$ cat src/rtl/uart_pkg.sv
// Shared definitions for the UART transmit arbiter: FSM state encoding and
// the byte width carried from requesters to the transmitter.
package uart_pkg;

    localparam int UART_BYTE_W = 8;

    localparam logic [1:0] TXA_IDLE  = 2'd0;
    localparam logic [1:0] TXA_START = 2'd1;
    localparam logic [1:0] TXA_WAIT  = 2'd2;
    localparam logic [1:0] TXA_GAP   = 2'd3;

    // Width of a counter that must hold 0..max_val; never narrower than one bit.
    function automatic int cnt_w(input int max_val);
        return (max_val > 0) ? $clog2(max_val + 1) : 1;
    endfunction

endpackage

$ cat src/rtl/uart_tx_arbiter_rr.sv
// Combinational round-robin pick: first set request strictly after 'last',
// wrapping modulo NREQ. The pointer register lives in the caller.
module rr_arbiter #(
    parameter  int NREQ = 4,
    localparam int IW   = $clog2(NREQ)
) (
    input  logic [NREQ-1:0] req,
    input  logic [IW-1:0]   last,
    output logic [NREQ-1:0] gnt,
    output logic [IW-1:0]   gnt_idx,
    output logic            any
);

    logic [IW-1:0] w_idx;

    // Scan farthest-first so the nearest requester after 'last' overrides.
    always_comb begin
        gnt     = '0;
        gnt_idx = '0;
        w_idx   = '0;
        for (int k = NREQ; k >= 1; k--) begin
            w_idx = IW'((int'(last) + k) % NREQ);
            if (req[w_idx]) begin
                gnt        = '0;
                gnt[w_idx] = 1'b1;
                gnt_idx    = w_idx;
            end
        end
    end

    assign any = |req;

endmodule

$ cat src/rtl/uart_tx_arbiter.sv
// Round-robin sharing of one UART transmitter among NREQ byte requesters, with
// start-acknowledge timeout, enforced inter-frame gap and a completed-frame count.
module uart_tx_arbiter
    import uart_pkg::*;
#(
    parameter  int NREQ        = 4,
    parameter  int ACK_TIMEOUT = 16,
    parameter  int GAP_CYCLES  = 2,
    localparam int IW          = $clog2(NREQ)
) (
    input  logic                        clk,
    input  logic                        rst,
    input  logic [NREQ-1:0]             req_valid,
    input  logic [UART_BYTE_W*NREQ-1:0] req_data,
    output logic [NREQ-1:0]             req_ready,
    output logic [UART_BYTE_W-1:0]      txdata,
    output logic                        txstart,
    input  logic                        tx_busy,
    output logic [IW-1:0]               grant_id,
    output logic                        active,
    output logic                        err_timeout,
    output logic [15:0]                 frame_cnt
);

    localparam int TW = cnt_w(ACK_TIMEOUT);
    localparam int GW = cnt_w(GAP_CYCLES);
    localparam logic [TW-1:0] TMO_LAST = TW'(ACK_TIMEOUT - 1);
    localparam logic [GW-1:0] GAP_LAST = GW'((GAP_CYCLES > 0) ? GAP_CYCLES - 1 : 0);
    localparam logic [1:0]    POST_ST  = (GAP_CYCLES == 0) ? TXA_IDLE : TXA_GAP;

    logic [1:0]             r_state;
    logic [1:0]             w_next;
    logic [IW-1:0]          r_last;
    logic [IW-1:0]          r_grant_id;
    logic [UART_BYTE_W-1:0] r_txdata;
    logic [TW-1:0]          r_tmo_cnt;
    logic [GW-1:0]          r_gap_cnt;
    logic                   r_err;
    logic [15:0]            r_frame_cnt;

    logic [NREQ-1:0]        w_gnt;
    logic [IW-1:0]          w_gnt_idx;
    logic                   w_any;
    logic [UART_BYTE_W-1:0] w_sel_byte;
    logic                   w_can_grant;
    logic                   w_tmo_hit;
    logic                   w_gap_end;

    rr_arbiter #(.NREQ(NREQ)) u_rr (
        .req     (req_valid),
        .last    (r_last),
        .gnt     (w_gnt),
        .gnt_idx (w_gnt_idx),
        .any     (w_any)
    );

    always_comb begin
        w_sel_byte = '0;
        for (int i = 0; i < NREQ; i++)
            if (w_gnt[i]) w_sel_byte = req_data[UART_BYTE_W*i +: UART_BYTE_W];
    end

    // A transmitter still busy from elsewhere blocks new grants.
    assign w_can_grant = w_any && !tx_busy;
    assign w_tmo_hit   = !tx_busy && (r_tmo_cnt == TMO_LAST);
    assign w_gap_end   = (r_gap_cnt == GAP_LAST);

    always_ff @(posedge clk or negedge rst) begin
        if (!rst) r_state <= TXA_IDLE;
        else      r_state <= w_next;
    end

    always_comb begin
        w_next = r_state;
        case (r_state)
            TXA_IDLE:  if (w_can_grant) w_next = TXA_START;
            TXA_START: begin
                if (tx_busy)        w_next = TXA_WAIT;
                else if (w_tmo_hit) w_next = POST_ST;
            end
            TXA_WAIT:  if (!tx_busy) w_next = POST_ST;
            TXA_GAP:   if (w_gap_end) w_next = TXA_IDLE;
            default:   w_next = TXA_IDLE;
        endcase
    end

    // req_ready is gated by rst so every output reads zero while held in reset.
    always_comb begin
        txstart   = 1'b0;
        active    = 1'b0;
        req_ready = '0;
        case (r_state)
            TXA_IDLE:  if (rst && !tx_busy) req_ready = w_gnt;
            TXA_START: begin
                txstart = 1'b1;
                active  = 1'b1;
            end
            TXA_WAIT:  active = 1'b1;
            default:   ;
        endcase
    end

    always_ff @(posedge clk or negedge rst) begin
        if (!rst) begin
            r_last      <= IW'(NREQ - 1);
            r_grant_id  <= '0;
            r_txdata    <= '0;
            r_tmo_cnt   <= '0;
            r_gap_cnt   <= '0;
            r_err       <= 1'b0;
            r_frame_cnt <= '0;
        end else begin
            r_err <= 1'b0;
            case (r_state)
                TXA_IDLE: begin
                    if (w_can_grant) begin
                        r_txdata   <= w_sel_byte;
                        r_grant_id <= w_gnt_idx;
                        r_last     <= w_gnt_idx;
                        r_tmo_cnt  <= '0;
                    end
                end
                TXA_START: begin
                    r_gap_cnt <= '0;
                    if (!tx_busy) begin
                        if (w_tmo_hit) r_err     <= 1'b1;
                        else           r_tmo_cnt <= r_tmo_cnt + 1'b1;
                    end
                end
                TXA_WAIT: begin
                    r_gap_cnt <= '0;
                    if (!tx_busy) r_frame_cnt <= r_frame_cnt + 16'd1;
                end
                default: r_gap_cnt <= r_gap_cnt + 1'b1;
            endcase
        end
    end

    assign txdata      = r_txdata;
    assign grant_id    = r_grant_id;
    assign err_timeout = r_err;
    assign frame_cnt   = r_frame_cnt;

endmodule

$ cat config.mk
export PLATFORM = sky130hd
export DESIGN_NAME = uart_tx_arbiter
export DESIGN_NICKNAME = d
export VERILOG_FILES = /design/src/rtl/uart_pkg.sv /design/src/rtl/uart_tx_arbiter_rr.sv /design/src/rtl/uart_tx_arbiter.sv
export SDC_FILE = /design/constraint.sdc
export NUM_CORES = 1
export LEC_CHECK = 0
export ABC_AREA = 1
export CAP_MARGIN = 20
export CELL_PAD_IN_SITES_DETAIL_PLACEMENT = 0
export CELL_PAD_IN_SITES_GLOBAL_PLACEMENT = 1
export CORE_UTILIZATION = 38
export DETAILED_ROUTE_END_ITERATION = 6
export HOLD_SLACK_MARGIN = 0.15
export PLACE_DENSITY = 0.88
export SLEW_MARGIN = 10
export SYNTH_ARGS = -nofsm -noshare
export SYNTH_HDL_FRONTEND = slang
export SYNTH_SLANG_ARGS = --single-unit
$ cat constraint.sdc
create_clock -name clk -period 6.1 [get_ports clk]
set_input_delay 1.22 -clock clk [delete_from_list [all_inputs] [get_ports clk]]
set_output_delay 1.22 -clock clk [all_outputs]
set_load 0.01 [all_outputs]
# --- Word-level counts from Yosys, hierarchy flattened ---
# Index checks and enable logic that the tools add are counted.
word_totals:
  regBits: 38
  latch_bits: 0
  ramBits: 0
  mem_bits_ro: 0
  output_inout_bits: 33
  n_memories: 0
op_classes:
  n_addsub: 7
  mul: 0
  div_mod_pow: 0
  order_cmp: 8
  eq_ne: 11
  n_shift: 0
  mux: 46
  bitwise: 1
  n_reduce_logical: 16
ops:
  columns: ["op", "count"]
  rows:
  - ["$mux 8", 4]
  - ["$mux 4", 6]
  - ["$mux 2", 9]
  - ["$add 16x1->16 const B", 1]
  - ["$mux 5", 3]
  - ["$mux 1", 13]
  - ["$lt 2x3->1 const B", 4]
  - ["$ne 2x2->1 const B", 5]
  - ["$pmux 5 s2", 1]
  - ["$bmux 1 s2", 4]
  - ["$demux 1 s2", 4]
  - ["$ge 2x1->1 const B", 4]
  - ["$pmux 2 s4", 1]
  - ["$reduce_and 4->1", 2]
  - ["$logic_and 1x1->1", 7]
  - ["$add 2x1->2 const B", 3]
  - ["$add 5x1->5 const B", 1]
  - ["$eq 5x4->1 const B", 1]
  - ["$add 2x2->2 const B", 2]
  - ["$eq 2x1->1 const B", 2]
  - ["$eq 2x2->1 const B", 2]
  - ["$pmux 2 s2", 1]
  - ["$reduce_and 2->1", 2]
  - ["$reduce_or 4->1", 1]
  - ["6 further kinds", 6]

# --- Logic depth before layout (Yosys ltp) ---
depth:
  ltp_word: 13
  depth_mapped: 16
  mapped_depth_nobuf: 16

# --- By module ---
# A second synthesis with hierarchy kept.
hier_totals:
  hier_cells: 345
  area_unflattened_um2: 2608.8
by_module_without_submodules:
  columns: ["mod", "instances", "cells_per_inst", "area_each_um2", "seq_area_each_um2"]
  rows:
  - ["uart_tx_arbiter", 1, 260, 2157.1, 953.4]
  - ["rr_arbiter", 1, 85, 451.7, 0.0]

# --- Worst setup path before layout ---
# OpenSTA, ideal clock, no wires.
synth_path:
  path_kind: "input port to output port"
  from: "input port req_valid[1]"
  to: "output port req_ready[1]"
  arrival_time_ps: 2171
  required_time_ps: 4880
  slack_ps: 2709
  cell_stages: 12
  cell_sequence: "inv_1 -> nand2_1 -> nand3_2 -> nand2_4 -> inv_2 -> nand2_1 -> inv_1 -> nand2_1 -> nand2_1 -> nand2_4 -> clkinv_2 -> nor2_1"
synth_between:
  elab_chain_cells: 8
  word_cells_on_any_way: 14
  classes_between: "14 x mux"
synth_lines:
  columns: ["element", "line_no", "source"]
  rows:
  - ["start, declared", "uart_tx_arbiter.sv:13", "input logic [NREQ-1:0] req_valid,"]
  - ["$bmux 1 s2", "uart_tx_arbiter_rr.sv:23", "if (req[w_idx]) begin"]
  - ["$mux 1 (implied by the code)", "uart_tx_arbiter_rr.sv:23", null]
  - ["$mux 4 (3 in series)", "uart_tx_arbiter_rr.sv:23", null]
  - ["$mux 4 (*)", "uart_tx_arbiter_rr.sv:23", null]
  - ["$mux 4 (*)", "uart_tx_arbiter.sv:93", "TXA_IDLE: if (rst && !tx_busy) req_ready = w_gnt;"]
  - ["$mux 4 (*)", "uart_tx_arbiter.sv:92", "case (r_state)"]
  - ["end, declared", "uart_tx_arbiter.sv:15", "output logic [NREQ-1:0] req_ready,"]
# Every way passes the cells marked *; elsewhere a longest branch is shown, timed or not. The select of a mux whose other input is x is not followed.

# --- Final worst setup path ---
layout_path:
  from: "input port req_valid[3]"
  to: "output port req_ready[1]"
# Same word-level chain as after synthesis.

==> impl_metrics.toml <==
[sta]
slew_violations = 0
worstMarginPinSlew_ns = 0.685
setup_viol = 0
finClkSkew_ns = 0.00783
period_needed_ns = 4.55
max_slew_margin_pct = 53.8
fmax_ghz = 0.220
rsz0062_at_grt = "false"
setup_tns_ns = 0
hold_viol = 0
post-route-period-util_pct = 74.5

[layout]
fin_util_pct = 52.7
nets = 477
drive_above_1_share_pct = 16.8
syn2layout_area_growth_pct = 33.2
fin_cells = 519
diodes = 0

[clocking]
clockBufferDepth = 2
ctsResizeCount = 0
cts.sinks = 38
clk_latency_ns = 0.29
cts_tree = "done"
ctsRootBufferMaster = "clkbuf_8"
cts-hold-fix-buffers = 0
cts.htree.levels = 2
numCtsBuffers = 5
post_cts_buffers = 0
path_clk_slew_ns = 0.07

[pwr]
p_leak_nw = 1.73
irDropWorstVdd_v = 0.000301
p_per_area_nw_per_um2 = 535

[global_route]
grtUsageTotal_pct = 16.3
grt.overflow.total = 0
grt_max_degree = 40
antenna_found_initial = 0
grt_pass1_wl_um = 9720
grt_pass1_vias = 2189

[route]
wl_um = 5750
route.detailed.drc = 0
ant_nets = 0
via_per_inst = 4.50
num_vias = 2336
drtIter0Drc = 56
first_pass_iters = 4
wl_per_cell_um = 11.1

[job]
max_cap_violations = 0

[setup_path]
path_max_fanout = 9
cp-start-kind = "input pin"
arrival_ns = 3.33
cp.required_ns = 4.88
crit_type = "input pin to output port"
cp-end-kind = "output port"

[die]
die_y_um = 86.4
die_w_um = 86.4
coreArea_um2 = 6830
io_pins = 72
rows = 30
initial_utilization_pct = 39.6
die_area_um2 = 7460

[logic_synthesis]
yosys.area.top_type = "dfrtp_1"
netlist_area_um2 = 2700
avgSynthCellArea_um2 = 7.79
synth_flop_cell = "dfrtp_1"
ys_ff_latch = 38
syn_inst = 347
synth_commonest_cells = "66 x nand2_1, 43 x inv_1, 36 x dfrtp_1"
ys_seq_area_share_pct = 35.3
yosysTopAreaCellShare_pct = 33.3
syn_nets = 402
synth.distinct_cells = 37
ys_warn_count = 0
synth-edff-count = 0
synth_most_common_cell = "nand2_1"
synthArstFlopShare_pct = 100
synth_area_leaders = "dfrtp_1 33%, nand2_1 9.2%, ha_1 7.4%"

[outcome]
status = "finished, final reports clean"

[place]
routabilityCongestion = 0.817
portBuffers = 71
placedCellCount = 510
hpwl_um = 4540

[hold_path]
min_path_type = "register to register"
[per-stage QoR]
stage / hold slack, ns / setup slack, ns / cell area [um2] / total power [mW]
after global routing: 0.531 / 1.41 / 3600 / 2.12
after detailed placement: 0.488 / 1.58 / 3500 / 1.76
after global placement: 0.479 / 1.60 / 3500 / 1.74
after floorplan: 0.464 / 2.71 / 2700 / 1.45
after CTS: 0.498 / 1.57 / 3590 / 1.94
final: 0.493 / 1.55 / 3600 / 1.93
[routing by layer]
| metal | vias to the layer above | wire, um | global-route usage, % |
|---|---|---|---|
| li1 | 1235 | - | - |
| met3 | 14 | 281 | 3.14 |
| met5 | - | 0 | 0 |
| met1 | 1023 | 2760 | 21.1 |
| met4 | 0 | 114 | 5.61 |
| met2 | 64 | 2590 | 27.1 |
[final timing paths]
check	start	to	slack (ns)	depth (start not counted)
min in group asynchronous	rst	frame_cnt[13]	0.98	2
max	req_valid[3]	req_ready[1]	1.55	14
min reg2reg	frame_cnt[8]	frame_cnt[8]	0.49	1
max in group asynchronous	rst	r_last[1]	4.77	2
max reg2reg	r_last[0]	txdata[0]	3.57	13
min	frame_cnt[8]	frame_cnt[8]	0.49	1
[area by class of cell]
cell class                      count  area [um2]
Fill cell                         660        3230
Sequential cell                    38         953
Clock inverter                      1        5.00
Clock buffer                        7        86.3
Timing Repair Buffer               73         721
Tap cell                           96         120
Multi-Input combinational cell    239        1470
Inverter                           65         246
[state kept, by name (all words and copies together) (netlist names)]
| signal | flops |
|---|---|
| err_timeout | 1 |
| frame_cnt | 16 |
| grant_id | 2 |
| r_gap_cnt | 2 |
| r_last | 2 |
| r_state | 2 |
| r_tmo_cnt | 5 |
| txdata | 8 |
[power by group]
group | internal [mW] | switching [mW] | total, mW
Sequential | 0.334 | 0.0671 | 0.401
Combinational | 0.520 | 0.828 | 1.35
Clock | 0.0912 | 0.0863 | 0.177
[logic make-up (layout without fill, tap and decap cells)]
group	Yosys count	in the layout	synth area share, %
AO/OA/AOI/OAI	43	43	10.1
XOR/XNOR	16	16	5.18
adder cells (fa/ha/maj)	16	16	7.40
buffers and inverters	70	146	10.4
flip-flops	38	38	35.3
multiplexers	2	2	0.787
AND/OR/NAND/NOR	162	162	30.9
[cell usage in the layout (no fill, tap or decap), types with 10 or more instances in the layout]
cell type	count
dfrtp_1	36
nor2_1	24
nand2_2	20
clkdlybuf4s50_1	70
ha_1	16
inv_1	43
o21ai_0	16
a21oi_2	10
clkinv_1	11
nand2_1	66
xor2_1	11
nand3_1	25
[worst max-delay path: stages]
cell and delay, ns:
clkdlybuf4s50_1 0.53, inv_1 0.05, nand2_1 0.10, nand3_2 0.11, nand2_4 0.11, inv_2 0.07, nand2_1 0.06, inv_1 0.04
nand2_1 0.04, nand2_1 0.07, nand2_4 0.11, clkinv_2 0.13, nor2_1 0.11, clkdlybuf4s50_1 0.55
No activity file was read; power rests on OpenSTA's default activity.
